===== src/rtl/sumres3_core.sv =====
// sumres3_core: two-stage add/subtract of three 4-bit unsigned operands.
// Stage 1 forms a +/- b, and stage 2 forms S1 +/- c. Both results and their
// carry/borrow flags are registered together, so results appear one cycle
// after their inputs.
//
// Interface timing: there is no valid/ready handshake. A new operand set
// (a, b, c, sub) is taken on every rising clk edge. The matching result is
// visible on S1/S2/Cout after that same edge, and it stays there until the
// next edge.
module sumres3_core (
    input  logic       clk,
    input  logic       rst,
    input  logic [3:0] a,
    input  logic [3:0] b,
    input  logic [3:0] c,
    input  logic       sub,
    output logic [5:0] S1,
    output logic [5:0] S2,
    output logic [1:0] Cout
);

    // Operands are zero-extended to the 6-bit result width.
    logic [5:0] a_ext;
    logic [5:0] b_ext;
    logic [5:0] c_ext;

    // Second adder operands: inverted when subtracting; the +1 comes from carry-in.
    logic [5:0] b_opnd;
    logic [5:0] c_opnd;

    // 7-bit sums keep the carry out of each 6-bit adder chain.
    logic [6:0] sum1_full;
    logic [6:0] sum2_full;

    logic [5:0] sum1;
    logic [5:0] sum2;
    logic       flag1;
    logic       flag2;

    // Combinational datapath: one shared adder chain per stage, with carry-in = sub.
    always_comb begin
        a_ext  = {2'b00, a};
        b_ext  = {2'b00, b};
        c_ext  = {2'b00, c};
        b_opnd = b_ext ^ {6{sub}};
        c_opnd = c_ext ^ {6{sub}};

        sum1_full = {1'b0, a_ext} + {1'b0, b_opnd} + {6'b000000, sub};
        sum1      = sum1_full[5:0];

        // Stage 2 builds on the 6-bit stage-1 sum.
        sum2_full = {1'b0, sum1} + {1'b0, c_opnd} + {6'b000000, sub};
        sum2      = sum2_full[5:0];

        if (sub) begin
            // In a + ~b + 1, a missing carry out of bit 5 means a < b.
            flag1 = ~sum1_full[6];
            // If a < b, then a < b + c regardless of c. The stage-1 sum is
            // wrapped (49..63) in that case, so the stage-2 carry is
            // meaningless. Otherwise, a missing stage-2 carry means a - b < c.
            flag2 = flag1 | ~sum2_full[6];
        end else begin
            // Sums never reach 64, so any bit above bit 3 means the sum exceeds 15.
            flag1 = |sum1[5:4];
            flag2 = |sum2[5:4];
        end
    end

    // Output register: reset wins; otherwise capture both results and flags together.
    always_ff @(posedge clk) begin
        if (rst) begin
            S1   <= 6'd0;
            S2   <= 6'd0;
            Cout <= 2'b00;
        end else begin
            S1   <= sum1;
            S2   <= sum2;
            Cout <= {flag2, flag1};
        end
    end

endmodule


===== config.mk =====
export PLATFORM = sky130hd
export DESIGN_NAME = sumres3_core
export DESIGN_NICKNAME = d
export VERILOG_FILES = /design/src/rtl/sumres3_core.sv
export SDC_FILE = /design/constraint.sdc
export NUM_CORES = 1
export LEC_CHECK = 0
export CAP_MARGIN = 20
export CORE_MARGIN = 5
export CORE_UTILIZATION = 43
export CTS_CLUSTER_DIAMETER = 100
export DETAILED_ROUTE_END_ITERATION = 12
export MAX_ROUTING_LAYER = met4
export PLACE_DENSITY_LB_ADDON = 0.08
export REMOVE_ABC_BUFFERS = 1
export SYNTH_ARGS = -nofsm -noshare
export SYNTH_HDL_FRONTEND = slang
export SYNTH_SLANG_ARGS = --single-unit

===== constraint.sdc =====
create_clock -name clk -period 4.3 [get_ports clk]
set_clock_uncertainty 0.2 [all_clocks]
set_input_delay 1.29 -clock clk [delete_from_list [all_inputs] [get_ports clk]]
set_output_delay 1.29 -clock clk [all_outputs]
set_load 0.05 [all_outputs]

==> run metrics <==
status=finished, final reports clean; drt wl/cell=11.9 um; Leak=0.565 nW; initial core utilization=46.1%; CTS Sinks=14; Synth cell types=30; YS warnings=0; most frequent cells in the layout=28 x clkdlybuf4s50_1, 15 x buf_4, 14 x dfxtp_1; gpl congestion=0.806; Finished Layout Cells=151; number of DRC markers in iteration 0=1; hold violation total from the final report=0; Clock Path Buffers=2; mapped cell area=813 um^2; CTS tree=done; Final Setup Violations=0; final setup margin=0.148 ns; Post-CTS Setup Inserts=0; DP Worst Slack=-0.188 ns; Core ar.=1760 um^2; H-tree levels=1; commonest non-fill, non-tap cell in the layout=clkdlybuf4s50_1; worst endpoint required time=4.27 ns; Worst VDD drop=0.206 mV; post-synth top area cell=dfxtp_1; sequential fraction of the synthesis area=34.5%; Worst-Margin Slew=0.571 ns; minimum period implied by the final worst setup slack=4.15 ns; # diodes=0; First-pass DRT Iterations=4; layout overhead on the synthesized area=57.8%; Post-DP Area=1230 um^2; Worst EP arrival=4.12 ns; hold buffer count at cts=0; Slew Limit Headroom=61.8%; fmax=241 MHz; Residual DRC=0; GRT Util Overall=14.7%; largest net degree at the start of global routing=17; Die Width=53.5 um; fin crit share=96.6%; overall power=0.615 mW; RSZ-0062 raised after global routing=false; CTS Buf Count=3; PwrDens=479 nW/um^2; smallest hold slack=1.60 ns; post-synth top area share=34.5%; CP Max Fanout=2; Worst Setup End Kind=flip-flop; first-pass GRT wire length=3000 um; critical path class=input pin to flip-flop; final wirelength=1800 um; FILL cells=160; initial antenna violation count=0; vias in the first global route=765; Slew Viols, Final=0; DR vias=720; Post-Layout Inst Area=1280 um^2; Max-cap violations=0; detailed placement HPWL=1490 um; CP startpoint kind=input pin; top-level I/O count=29; post-synthesis cell count=81; Synth Area per Inst=10.0 um^2; fraction of layout cells with a size suffix above 1=23.0%; Nets=151; hold crit path type=input pin to flip-flop; Resize count post-CTS=0; GRT overflow=0; Synth Register Bits=14; Worst-path clk slew=0.09 ns; placed insts=147; die height=53.5 um; port buffer count=28; Die ar.=2860 um^2; placement row count=15; Root Driver=clkbuf_4; Antenna Nets Post-Route=0; Synth area leaders=dfxtp_1 34%, ha_1 11%, xor2_1 11%, fa_1 4.9%, nor2b_1 4.6%; Vias/cell=4.77
[state kept, by name (all words and copies together) (netlist names)]
name,flops
S2,6
S1,6
Cout,2
[final timing paths]
path	from	to	slack [ns]	depth (start not counted)
hold / removal	b[0]	S1[0]$_SDFF_PP0_	1.60	3
setup / recovery	b[0]	Cout[1]$_SDFF_PP0_	0.15	10
[critical path, stage by stage]
cell,delay [ns]
clkdlybuf4s50_1,0.53
mux2_2,0.39
fa_2,0.37
a21o_1,0.18
a21oi_2,0.17
ha_1,0.29
xor2_2,0.17
nor2_1,0.05
a221o_1,0.34
o32a_1,0.34
[routing by layer]
metal  wire, um  vias up  part of all wire [%]  GRT usage [%]
met5          0        -                     0              -
met4         28        0                   1.6           9.36
met1        777      323                    43           15.9
met3         80        4                   4.4           1.41
li1           -      371                     -              -
met2        913       22                    51           25.5
[stage by stage]
stage,TNS [ns],utilization (%)
finish,0,72.8
global route,0,72.8
CTS,0,71.6
detailed placement,-0.320,69.5
global placement,-0.0731,69.5
floorplan,0,-
[cell usage after synthesis, drive strengths merged]
library cell and instances:
dfxtp 14, xor2 10, nor2 8, ha 7
nor2b 6, a21oi 5, a21o 3, nand2 3
xnor2 3, fa 2, inv 2, nand3 2
nor3b 2, a211oi 1, a221o 1, a31o 1
and3b 1, buf 1, clkbuf 1, mux2 1
mux2i 1, nor4 1, o21ai 1, o21ba 1
o21bai 1, o32a 1, or3 1
[layout make-up]
class	count	area (um^2)	share of cell area [%]
flip-flops and latches	14	280	21.8
multi-input cells	63	536	41.7
inverters	2	7.51	0.585
well taps	25	31.3	2.44
repair buffers	43	393	30.6
clock buffers	4	36.3	2.83
[kinds of logic (layout without fill, tap and decap cells)]
logic type | Yosys count | count (layout) | share of synthesized area, %
adder cells (fa/ha/maj) | 9 | 9 | 15.7
AND/OR/NAND/NOR | 24 | 24 | 16.0
multiplexers | 2 | 2 | 2.62
AO/OA/AOI/OAI | 15 | 15 | 14.0
flip-flops | 14 | 14 | 34.5
XOR/XNOR | 13 | 13 | 14.9
buffers and inverters | 4 | 49 | 2.31
[power breakdown]
group | switching, mW | leakage [nW] | total [mW] | internal (mW)
sequential | 0.00606 | 0.117 | 0.162 | 0.156
clock | 0.0420 | 0.0210 | 0.0934 | 0.0514
combinational | 0.196 | 0.428 | 0.360 | 0.164
No activity file was read; power rests on OpenSTA's default activity.
